[src/rtl/bcd_updown_counter.sv]
// Multi-digit packed-BCD up/down counter with clear, validated parallel load,
// wrap-or-saturate range handling and registered single-cycle event pulses.
module bcd_updown_counter #(
  parameter int DIGITS   = 4,
  parameter bit SATURATE = 1'b0
) (
  input  logic                clk,
  input  logic                rst,
  input  logic                inc,
  input  logic                dec,
  input  logic                clear,
  input  logic                load,
  input  logic [4*DIGITS-1:0] load_value,
  output logic [4*DIGITS-1:0] count,
  output logic                overflow,
  output logic                underflow,
  output logic                load_error,
  output logic                at_zero
);

  localparam int W = 4 * DIGITS;

  logic [W-1:0] inc_value;
  logic [W-1:0] dec_value;
  logic [W-1:0] count_next;
  logic         carry_out;
  logic         borrow_out;
  logic         load_ok;
  logic         overflow_next;
  logic         underflow_next;
  logic         load_error_next;

  // Digit-serial carry and borrow chains; a surviving carry/borrow marks all-9s/all-0s.
  always_comb begin
    logic       carry;
    logic       borrow;
    logic [3:0] digit;
    logic [3:0] ld_digit;
    carry     = 1'b1;
    borrow    = 1'b1;
    load_ok   = 1'b1;
    digit     = '0;
    ld_digit  = '0;
    inc_value = '0;
    dec_value = '0;
    for (int k = 0; k < DIGITS; k++) begin
      digit = count[4*k +: 4];
      if (carry && digit == 4'd9) begin
        inc_value[4*k +: 4] = 4'd0;
      end else if (carry) begin
        inc_value[4*k +: 4] = digit + 4'd1;
        carry = 1'b0;
      end else begin
        inc_value[4*k +: 4] = digit;
      end
      if (borrow && digit == 4'd0) begin
        dec_value[4*k +: 4] = 4'd9;
      end else if (borrow) begin
        dec_value[4*k +: 4] = digit - 4'd1;
        borrow = 1'b0;
      end else begin
        dec_value[4*k +: 4] = digit;
      end
      ld_digit = load_value[4*k +: 4];
      if (ld_digit > 4'd9) load_ok = 1'b0;
    end
    carry_out  = carry;
    borrow_out = borrow;
  end

  // Wrapping falls out of the chains themselves; saturation just holds the value.
  always_comb begin
    count_next      = count;
    overflow_next   = 1'b0;
    underflow_next  = 1'b0;
    load_error_next = 1'b0;
    if (clear) begin
      count_next = '0;
    end else if (load) begin
      if (load_ok) count_next = load_value;
      else         load_error_next = 1'b1;
    end else if (inc && !dec) begin
      overflow_next = carry_out;
      if (!(carry_out && SATURATE)) count_next = inc_value;
    end else if (dec && !inc) begin
      underflow_next = borrow_out;
      if (!(borrow_out && SATURATE)) count_next = dec_value;
    end
  end

  always_ff @(posedge clk or posedge rst) begin
    if (rst) begin
      count      <= '0;
      overflow   <= 1'b0;
      underflow  <= 1'b0;
      load_error <= 1'b0;
    end else begin
      count      <= count_next;
      overflow   <= overflow_next;
      underflow  <= underflow_next;
      load_error <= load_error_next;
    end
  end

  assign at_zero = (count == '0);

endmodule

[config.mk]
export PLATFORM = sky130hd
export DESIGN_NAME = bcd_updown_counter
export DESIGN_NICKNAME = d
export VERILOG_FILES = /design/src/rtl/bcd_updown_counter.sv
export SDC_FILE = /design/constraint.sdc
export NUM_CORES = 1
export LEC_CHECK = 0
export ABC_AREA = 1
export CAP_MARGIN = 20
export CORE_MARGIN = 1.5
export CORE_UTILIZATION = 40
export DETAILED_ROUTE_END_ITERATION = 6
export PLACE_DENSITY_LB_ADDON = 0.05
export SLEW_MARGIN = 30
export SYNTH_ARGS = -nofsm -noshare
export SYNTH_HDL_FRONTEND = slang
export SYNTH_SLANG_ARGS = --single-unit
[constraint.sdc]
create_clock -name clk -period 1.55 [get_ports clk]
set_input_delay 0.31 -clock clk [delete_from_list [all_inputs] [get_ports clk]]
set_output_delay 0.31 -clock clk [all_outputs]
set_load 0.02 [all_outputs]
# Word level (Yosys, flattened, before mapping)
# Index checks and enable logic that the tools add are counted.
totals:
  register_bits: 19
  in_bits: 22
  out_inout_bits: 20
  wordCells: 91
classes:
  addsub: 8
  order_cmp: 4
  eq_ne: 8
  muxes: 41
  n_reduce_logical: 23
ops:
  columns: ["operator", "count"]
  rows:
  - ["$mux W16", 5]
  - ["$mux W4", 14]
  - ["$mux W1", 22]
  - ["$add A4 B1 Y4 const B", 4]
  - ["$eq A4 B4 Y1 const B", 4]
  - ["$gt A4 B4 Y1 const B", 4]
  - ["$logic_not A16 Y1", 1]
  - ["$logic_not A4 Y1", 4]
  - ["$sub A4 B1 Y4 const B", 4]
  - ["$ne A5 B5 Y1 const B", 3]
  - ["$reduce_bool A5 Y1", 3]
  - ["$reduce_and A4 Y1", 3]
  - ["$logic_and A1 B1 Y1", 8]
  - ["$reduce_bool A4 Y1", 1]
  - ["$ne A3 B2 Y1 const B", 1]
  - ["$logic_not A1 Y1", 2]
  - ["$reduce_and A2 Y1", 1]

# Depth between registers and ports, before layout
logic_depth:
  depth_word: 12
  depth_mapped: 12
  mapped_depth_nobuf: 11

# Worst setup path after synthesis
# No wires, ideal clock.
synth_timing:
  path_type: "flip-flop to flip-flop"
  from: "register count[0]"
  to: "register count[12]"
  setup_ps: 117
  t_arrival_ps: 1585
  required_ps: 1433
  setup_slack_ps: -152
  path_stages_with_launch: 12
  path_buffers: 0
  period_less_slack_ps: 1702
  cell_sequence: "dfrtp_1 > inv_1 > ha_1 > nand3_4 > nor2_4 > nand2_2 > nand3_1 > nand2_2 > nor2_8 > inv_2 > nand2_1 > nand2_1"
synth_between:
  elab_chain_cells: 12
  word_cells_on_any_way: 23
  cone_classes: "eq/ne (2); mux (12); reduce/logical (9)"
synth_lines:
  columns: ["item", "line_no", "rtl"]
  rows:
  - ["start, declared", "14", "output logic [4*DIGITS-1:0] count,"]
  - ["start signal, assigned", "98", "count <= count_next;"]
  - ["$logic_not A4 Y1", "56", "if (borrow && digit == 4'd0) begin"]
  - ["$mux W1", "56", null]
  - ["$logic_and A1 B1 Y1", "56", null]
  - ["$mux W1", "56", null]
  - ["$logic_and A1 B1 Y1", "56", null]
  - ["$mux W1", "56", null]
  - ["$logic_and A1 B1 Y1", "56", null]
  - ["$mux W4", "56", null]
  - ["$mux W16", "85", "end else if (dec && !inc) begin"]
  - ["$mux W16", "82", "end else if (inc && !dec) begin"]
  - ["$mux W16", "79", "end else if (load) begin"]
  - ["$mux W16", "77", "if (clear) begin"]
# Parallel ways exist; a longest one is shown, timed or not. The select of a mux whose other input is x is not followed.
# A chain may end at the register's enable or synchronous reset.

# Worst setup path in the final report
layout_timing:
  from: "register count[1]"
  to: "output at_zero"
layout_between:
  elab_chain_cells: 1
layout_lines:
  columns: ["item", "line_no", "rtl"]
  rows:
  - ["$logic_not A16 Y1", "105", "assign at_zero = (count == '0);"]
  - ["end, declared", "18", "output logic at_zero"]
# No other way between the ends.

==> flow_metrics.env <==
export IMPL_status="finished with violations"
export IMPL_violations="negative setup slack"
export IMPL_ff2ff_setup_slack_ns=-0.11
export IMPL_ys_warn_count=0
export IMPL_area_delta_synth_final_pct=67.9
export IMPL_fill_cells=414
export IMPL_cts_root_buf="clkbuf_8"
export IMPL_cp_arrival_ns=1.41
export IMPL_slowest_delay_ns=0.41
export IMPL_dp_cells=444
export IMPL_combPwrFrac=0.634
export IMPL_worstMarginPinSlew_ns=0.343
export IMPL_yosys_cell_types_count=33
export IMPL_power_share_switching=0.430
export IMPL_cp_num_cells=7
export IMPL_leakagePower_nw=1.73
export IMPL_clkTransAtPathRegs_ns=0.08
export IMPL_track_usage=0.228
export IMPL_clock_latency_ns=0.26
export IMPL_yosysTopAreaCell="dfrtp_1"
export IMPL_cell_internal_pwr_w=0.00158
export IMPL_power_share_clock=0.136
export IMPL_gp_congestion=0.928
export IMPL_num_vias=2193
export IMPL_cpMaxStageDelayCell="dfrtp_2"
export IMPL_p_sw_w=0.00119
export IMPL_fmax_mhz=580
export IMPL_dieWidth_um=73.3
export IMPL_endpoint_kind="output port"
export IMPL_antenna_found_initial=0
export IMPL_syn_area_per_cell_um2=6.90
export IMPL_avgRoutedWirePerCell_um=12.9
export IMPL_worst_r2r_path_depth=12
export IMPL_io_pin_count=42
export IMPL_core_area_um2=4720
export IMPL_grt_pass1_vias=2109
export IMPL_skew_ns=0.00254
export IMPL_grt_pass1_wl_mm=9.52
export IMPL_cts_tree="done"
export IMPL_grt_overflow=0
export IMPL_crit_fanout=3
export IMPL_fin_crit_ns=1.72
export IMPL_drcViolationCount=0
export IMPL_syn_nets=325
export IMPL_cts_buffers_inserted=3
export IMPL_synth_common_cells="80 x nand2_1, 32 x nand3_1, 29 x nor2_1, 28 x inv_1, 19 x dfrtp_1"
export IMPL_worstSetupStartpointType="register"
export IMPL_p_per_area_nw_per_um2=835
export IMPL_rows=25
export IMPL_hpwlAfterDp_mm=4.30
export IMPL_clock_path_buffers=2
export IMPL_r2r_start="count[1]$_DFFE_PP0P_"
export IMPL_max_cap_violations=0
export IMPL_clock_sinks=19
export IMPL_pwr_share_seq=0.230
export IMPL_cp_num_buf_inv=3
export IMPL_synth_edf_count=0
export IMPL_routed_wl_mm=5.99
export IMPL_die_h_um=73.3
export IMPL_drive_gt1_frac=0.424
export IMPL_drtAntennaViolNets=0
export IMPL_peakVddDrop_mv=0.502
export IMPL_die_area_um2=5370
export IMPL_crit_required_ns=1.24
export IMPL_finalCritPeriodShare=1.11
export IMPL_synthCells=286
export IMPL_slew_headroom=0.771
export IMPL_initial_core_util=0.418
export IMPL_nNetsFinal=436
export IMPL_finalHoldViolations=0
export IMPL_antenna_cells=0
export IMPL_fin_ws_ns=-0.173
export IMPL_grt_max_degree=20
export IMPL_synth_most_common_cell="nand2_1"
export IMPL_yosys_most_used_dff="dfrtp_1"
export IMPL_ys_seq_area_frac=0.241
export IMPL_portBuffers=41
export IMPL_rsz0062_at_grt="yes"
export IMPL_synthArstFlopShare=1.00
export IMPL_drv_slew=0
export IMPL_synth_area_leaders="dfrtp_1 24%, nand2_1 15%, ha_1 11%, nand3_1 8.1%, nor2_1 5.5%"
export IMPL_min_path_type="in -> async"
export IMPL_holdBufCountCts=0
export IMPL_synth_area_um2=1970
export IMPL_path_cells="inv_2 > ha_4 > nand3_4 > nor2_4 > nand3_2 > inv_2 > buf_6"
export IMPL_synth_ff_latch_count=19
export IMPL_critPathMostFrequentCell="inv_2"
export IMPL_r2r_end="count[9]$_DFFE_PP0P_"
export IMPL_place_ws_ns=-0.527
export IMPL_yosys_area_top_type_share=0.241
export IMPL_post_drt_via_cell_ratio=4.74
export IMPL_first_iter_violations=149
export IMPL_critPathTopFamily="flip-flops"
export IMPL_worstSetupPathType="reg -> out"
export IMPL_drt_pass1_iterations=4
export IMPL_stdcell_count=463
export IMPL_htree_num_levels=1
export IMPL_setup_viol=13
routing by layer:
metal  global-route usage  wire (um)  vias to the layer above
met5                    0          0                        -
met4               0.0524         42                        0
met3               0.0247        219                        4
met2                0.384       2970                       48
met1                0.313       2760                     1006
li1                     -          -                     1135
cells by family after synthesis:
logic type / count (synthesis) / share of synthesized area
buf+inv: 43 / 0.0925
simple gates: 171 / 0.440
fa+ha+maj: 17 / 0.108
compound gates: 27 / 0.0792
xor+xnor: 9 / 0.0399
flops: 19 / 0.241
flip-flops by register name, indices dropped and copies added (netlist names):
name	cells
load_error	1
overflow	1
underflow	1
count	16
layout by cell type (no fill, tap or decap), drive strengths merged, types with 6 or more instances in the layout:
master,Yosys,layout
clkbuf,1,6
ha,17,17
xor2,8,8
nor2,36,36
nand4,6,6
nand2,85,85
buf,8,75
dlygate4sd2,0,20
nand3,38,38
dfrtp,19,19
a21oi,7,7
clkdlybuf4s50,0,17
inv,34,34
o21ai,14,14
worst max-delay path by stage:
stage | slack, ns | to | from
global route | -0.24 | at_zero | count[13]$_DFFE_PP0P_
floorplan | -0.003 | count[13]$_DFFE_PP0P_ | count[4]$_DFFE_PP0P_
global placement | -0.51 | at_zero | count[12]$_DFFE_PP0P_
finish | -0.17 | at_zero | count[1]$_DFFE_PP0P_
CTS | -0.18 | at_zero | count[0]$_DFFE_PP0P_
detailed placement | -0.53 | at_zero | count[12]$_DFFE_PP0P_
power by group through the flow:
stage | registers (W) | clock network (W) | logic, W
finish | 0.000637 | 0.000376 | 0.00175
detailed placement | 0.000639 | 0 | 0.00157
floorplan | 0.000793 | 0 | 0.000763
global route | 0.000647 | 0.000397 | 0.00193
CTS | 0.000635 | 0.000373 | 0.00161
global placement | 0.000635 | 0 | 0.00156
tightest hold or removal path: stages:
cell and delay (ns):
clkdlybuf4s50_1 0.40, inv_1 0.05, buf_4 0.27
timing repair:
action	4_1_cts	5_1_grt
pin swaps	18	28
setup buffers	8	8
setup endpoints to repair	35	21
resized for setup	56	47
final cells by class:
class                           count  area [um^2]  share of cell area
Timing Repair Buffer              115          977               0.295
Sequential cell                    19          484               0.146
Clock buffer                        4         45.0              0.0136
Tap cell                           67         83.8              0.0253
Inverter                           34          130              0.0393
Multi-Input combinational cell    224         1590               0.481
stage by stage:
| stage | instance area, um^2 | TNS (ns) | total power [W] | hold WS [ns] | utilization |
|---|---|---|---|---|---|
| 3_3_place_gp | 2940 | -6.84 | 0.00220 | 0.587 | 0.622 |
| 2_1_floorplan | 2040 | -0.00433 | 0.00156 | 0.261 | - |
| 5_1_grt | 3310 | -2.14 | 0.00297 | 0.426 | 0.702 |
| 4_1_cts | 3130 | -0.719 | 0.00261 | 0.394 | 0.662 |
| 3_5_place_dp | 2940 | -6.92 | 0.00221 | 0.602 | 0.622 |
| 6_report | 3310 | -0.812 | 0.00277 | 0.375 | 0.702 |
Power figures use the tool's default switching activity.
